===== src/rtl/mux4_serializer.sv =====
// 4-bit parallel-to-serial front end for a 4:1 mux. Takes a word on a valid/ready
// handshake and walks the mux select across all four bits, optionally idling between words.

module mux4 (
  input  logic       d0_i,
  input  logic       d1_i,
  input  logic       d2_i,
  input  logic       d3_i,
  input  logic [1:0] sel_i,
  output logic       z_o
);

  // Plain 4:1 select
  always_comb begin
    z_o = 1'b0;
    case (sel_i)
      2'd0:    z_o = d0_i;
      2'd1:    z_o = d1_i;
      2'd2:    z_o = d2_i;
      2'd3:    z_o = d3_i;
      default: z_o = 1'b0;
    endcase
  end

endmodule

module mux4_serializer #(
  parameter int          LSB_FIRST  = 1,
  parameter int unsigned GAP_CYCLES = 0
) (
  input  logic       clk_i,
  input  logic       rst_i,
  input  logic       in_valid_i,
  output logic       in_ready_o,
  input  logic [3:0] in_data_i,
  output logic       ser_out_o,
  output logic       ser_valid_o,
  output logic       ser_last_o,
  output logic [1:0] sel_o,
  output logic       busy_o
);

  localparam int             GW        = (GAP_CYCLES > 0) ? $clog2(GAP_CYCLES + 1) : 1;
  localparam logic [1:0]     FIRST_IDX = (LSB_FIRST != 0) ? 2'd0 : 2'd3;
  localparam logic [1:0]     LAST_IDX  = (LSB_FIRST != 0) ? 2'd3 : 2'd0;
  localparam logic [GW-1:0]  GAP_LOAD  = GW'((GAP_CYCLES > 0) ? GAP_CYCLES - 1 : 0);

  typedef enum logic [1:0] {
    ST_IDLE  = 2'd0,
    ST_SHIFT = 2'd1,
    ST_GAP   = 2'd2
  } state_t;

  state_t          state_q, state_d;
  logic [3:0]      data_q, data_d;
  logic [1:0]      sel_q, sel_d;
  logic [GW-1:0]   gap_q, gap_d;

  logic            at_last_s;
  logic            ready_s;
  logic            accept_s;
  logic [1:0]      sel_step_s;

  assign at_last_s  = (sel_q == LAST_IDX);
  // The final bit cycle can take the next word only when no gap is requested
  assign ready_s    = (state_q == ST_IDLE) ||
                      ((state_q == ST_SHIFT) && at_last_s && (GAP_CYCLES == 0));
  assign accept_s   = in_valid_i && ready_s;
  assign sel_step_s = (LSB_FIRST != 0) ? (sel_q + 2'd1) : (sel_q - 2'd1);

  // Next-state and datapath update
  always_comb begin
    state_d = state_q;
    data_d  = data_q;
    sel_d   = sel_q;
    gap_d   = gap_q;
    case (state_q)
      ST_IDLE: begin
        if (accept_s) begin
          data_d  = in_data_i;
          sel_d   = FIRST_IDX;
          state_d = ST_SHIFT;
        end else begin
          state_d = ST_IDLE;
        end
      end
      ST_SHIFT: begin
        if (!at_last_s) begin
          sel_d = sel_step_s;
        end else if (GAP_CYCLES == 0) begin
          if (accept_s) begin
            data_d = in_data_i;
            sel_d  = FIRST_IDX;
          end else begin
            state_d = ST_IDLE;
          end
        end else begin
          gap_d   = GAP_LOAD;
          state_d = ST_GAP;
        end
      end
      ST_GAP: begin
        if (gap_q == {GW{1'b0}}) begin
          state_d = ST_IDLE;
        end else begin
          gap_d = gap_q - GW'(1);
        end
      end
      default: state_d = ST_IDLE;
    endcase
  end

  // State registers with synchronous reset
  always_ff @(posedge clk_i) begin
    if (rst_i) begin
      state_q <= ST_IDLE;
      data_q  <= 4'd0;
      sel_q   <= FIRST_IDX;
      gap_q   <= {GW{1'b0}};
    end else begin
      state_q <= state_d;
      data_q  <= data_d;
      sel_q   <= sel_d;
      gap_q   <= gap_d;
    end
  end

  mux4 u_mux4 (
    .d0_i  (data_q[0]),
    .d1_i  (data_q[1]),
    .d2_i  (data_q[2]),
    .d3_i  (data_q[3]),
    .sel_i (sel_q),
    .z_o   (ser_out_o)
  );

  // Status is decoded from registered state and forced quiet while reset is held
  assign in_ready_o  = ready_s && !rst_i;
  assign ser_valid_o = (state_q == ST_SHIFT) && !rst_i;
  assign ser_last_o  = ser_valid_o && at_last_s;
  assign busy_o      = (state_q != ST_IDLE) && !rst_i;
  assign sel_o       = sel_q;

endmodule


===== config.mk =====
export PLATFORM = sky130hd
export DESIGN_NAME = mux4_serializer
export DESIGN_NICKNAME = d
export VERILOG_FILES = /design/src/rtl/mux4_serializer.sv
export SDC_FILE = /design/constraint.sdc
export NUM_CORES = 1
export LEC_CHECK = 0
export CAP_MARGIN = 20
export CORE_MARGIN = 5
export CORE_UTILIZATION = 30
export CTS_BUF_LIST = sky130_fd_sc_hd__clkbuf_16
export CTS_CLUSTER_SIZE = 14
export DETAILED_ROUTE_END_ITERATION = 10
export HOLD_SLACK_MARGIN = 0.05
export PLACE_DENSITY = 0.69
export SYNTH_ARGS = -nofsm -noshare
export SYNTH_HDL_FRONTEND = slang
export SYNTH_SLANG_ARGS = --single-unit
export TNS_END_PERCENT = 10

===== constraint.sdc =====
create_clock -name clk_i -period 1 [get_ports clk_i]
set_input_delay 0.1 -clock clk_i [delete_from_list [all_inputs] [get_ports clk_i]]
set_output_delay 0.1 -clock clk_i [all_outputs]
set_load 0.005 [all_outputs]

==> metrics.txt <==
failing checks=negative setup slack; min-delay worst type=in2reg; ys flop type=dfxtp_1; CTS root buffer=clkbuf_16; DR iter-0 viols=5; fraction of registers with async set/reset=0%; Hold Vio Cnt, Final=0; drt pass-1 iters=4; slowest stage delay, CP=a little under 0.4 ns; via/cell ratio=between 4 and 5; CTS Buf Count=3; Final Skew=0.00248 ns; clk slew on worst S/H paths=about 0.030 ns; RSZ-0062 raised after global routing=true; CP delay by family, top=flip-flops; fin crit share=143%; pin count of the biggest net entering global routing=8; Levels on crit path=5; gr ovfl total=0; worst vdd ir=1.03 mV; Clock Latency Late Sink=0.23 ns; DP HPWL=833 um; sequential area share after synthesis=between 30% and 40%; Hold-fix buffers, CTS=0; crit path DAT=between 1 and 1.5 ns; DRC Markers=0; worst hold path stage count=3; synthesized net count=57; die width=46.2 um; Port-buffer cells=13; Bufs on Longest Clock Path=2; status=complete, but fails checks; row count=13; Filler cells=103; core area=1270 um^2; RePlAce Congestion=0.747; Avg Cell Area, Syn=8.76 um^2; Setup crit end kind=primary output; vias post-DR=435; CP Buf/Inv Count=2; P_sw=approximately 270 uW; footprint of the multi-input gates=~310 um^2; die height=46.2 um; Reg area=149 um^2; largest area contributor in the netlist=dfxtp_1; Syn. warnings=0; critical path cell sequence=inv_2, ha_2, a222oi_1, mux2i_1, buf_2; Setup TNS Final=-2.76 ns; post-synth top area share=35.6%; initial core utilization=between 30% and 40%; CTS tree=built; combinational power share=17.0%; max-slew violation count=0; # H-tree levels=1; layout cells sized above 1=between 50% and 60%; Cells after Synth=45; critical path launch point type=flop; critical-path maximum fanout=5; DRT Wirelength=about 1300 um; antenna violations before repair=0; fmax=0.698 GHz; Slowest cell on crit path=dfxtp_4; number of I/O pins=14; actual slew at the worst max-slew pin=0.379 ns; Clock power frac=56.5%; n_diodes=0; Final #Nets=just under 90; path depth of the worst reg2reg path=5; Setup WS post-layout=-0.433 ns; largest cells by area after synthesis=dfxtp_1 36%, ha_1 16%, a21oi_1 8.9%; switch share=22.2%; MaxCap Viol Count=0; Post-synth top cells=7 x a21oi_1, 7 x dfxtp_1, 5 x ha_1, 5 x nand3_1, 4 x o21ai_0; synth unique cells=20; clock sinks=7; Final setup viols=14; Pleak=0.338 nW; sequential share of power=a little over a quarter; Pwr Density=approximately 1500 nW/um^2; Wirelength per Cell=approximately 14 um; CP required=roughly 0.9 ns; Routed Antenna Nets=0; vias in the first global route=433; max_slew headroom=74.7%; worst slack, placed=-0.514 ns; number of synthesized flops with an enable pin=0; Setup CP Type=reg2out; die area=2140 um^2; WHS=roughly 0.44 ns; Int Power=about 930 uW; first-pass GRT wire length=2150 um; synthesized area=~390 um^2; Layout area overhead=106%; total track usage=15.6%; Period minus WS final=1.43 ns; Yosys reg bits=7
[cell usage in the layout (no fill, tap or decap), types with 2 or more instances in the layout]
cell / synthesis / final
a21oi_1: 7 / 5
ha_4: 0 / 2
clkdlybuf4s50_1: 0 / 6
clkbuf_16: 0 / 3
a21oi_2: 0 / 2
ha_2: 0 / 2
buf_2: 1 / 2
inv_1: 3 / 2
buf_6: 0 / 4
buf_4: 1 / 13
dfxtp_4: 0 / 2
inv_2: 1 / 2
nand3_1: 5 / 5
o21ai_2: 0 / 4
dfxtp_1: 7 / 4
[routing by layer]
| layer | vias to the layer above | wire [um] | track usage, % |
|---|---|---|---|
| li1 | 220 | - | - |
| met1 | 201 | 556 | 18.9 |
| met2 | 10 | 623 | 22.5 |
| met3 | 4 | 55 | 3.52 |
| met4 | 0 | 40 | 13.6 |
| met5 | - | 0 | 0 |
[through the flow]
step | power (mW) | utilization (%) | cell area (um^2) | std cells
floorplan | 0.384 | - | 430 | 45
global placement | 0.486 | 51.8 | 657 | 83
detailed placement | 0.489 | 51.8 | 657 | 83
CTS | 1.20 | 62.7 | 796 | 90
global route | 1.26 | 63.9 | 811 | 90
finish | 1.20 | 63.9 | 811 | 90
[timing repair]
item / in CTS / in global routing
buffers inserted: 3 / 0
endpoints found under the setup margin: 14 / 14
gates resized for setup: 37 / 4
pin swaps: 6 / 0
[state kept, by name, indices dropped and copies added (netlist names)]
| name | cells |
|---|---|
| data_q | 4 |
| sel_o | 2 |
| state_q | 1 |
[worst min-delay path, cell delays in order]
cell             delay [ns]
clkdlybuf4s50_1        0.39
nand3_1                0.07
a21oi_1                0.06
[kinds of logic after synthesis]
kind of cell / count (synthesis) / synth area share [%]
and+or+nand+nor: 12 / 16.8
buffers and inverters: 6 / 6.98
DFF: 7 / 35.6
adders and majority gates: 5 / 15.9
muxes: 1 / 2.54
AOI/OAI and AO/OA: 14 / 22.2
[final cells by class]
| type | instances | share of cell area, % |
|---|---|---|
| clock buffer | 3 | 9.26 |
| sequential | 7 | 18.4 |
| tap | 15 | 2.31 |
| multi-input combinational | 32 | 38.3 |
| timing repair buffer | 28 | 29.2 |
| clock inverter | 1 | 0.463 |
| inverter | 4 | 2.16 |
[power groups by stage]
stage / Combinational, mW / Clock, mW / Sequential (mW)
after floorplan: 0.0677 / 0 / 0.317
after global placement: 0.168 / 0 / 0.318
after detailed placement: 0.171 / 0 / 0.318
after CTS: 0.193 / 0.691 / 0.318
after global routing: 0.223 / 0.716 / 0.321
final: 0.204 / 0.679 / 0.318
[final timing paths]
kind                to         start  slack, ns
max          ser_out_o      sel_o[1]      -0.43
min          data_q[1]  in_data_i[1]       0.44
max reg2reg   sel_o[0]      sel_o[0]      -0.26
min reg2reg  data_q[2]     data_q[2]       0.47
Power figures use the tool's default switching activity.
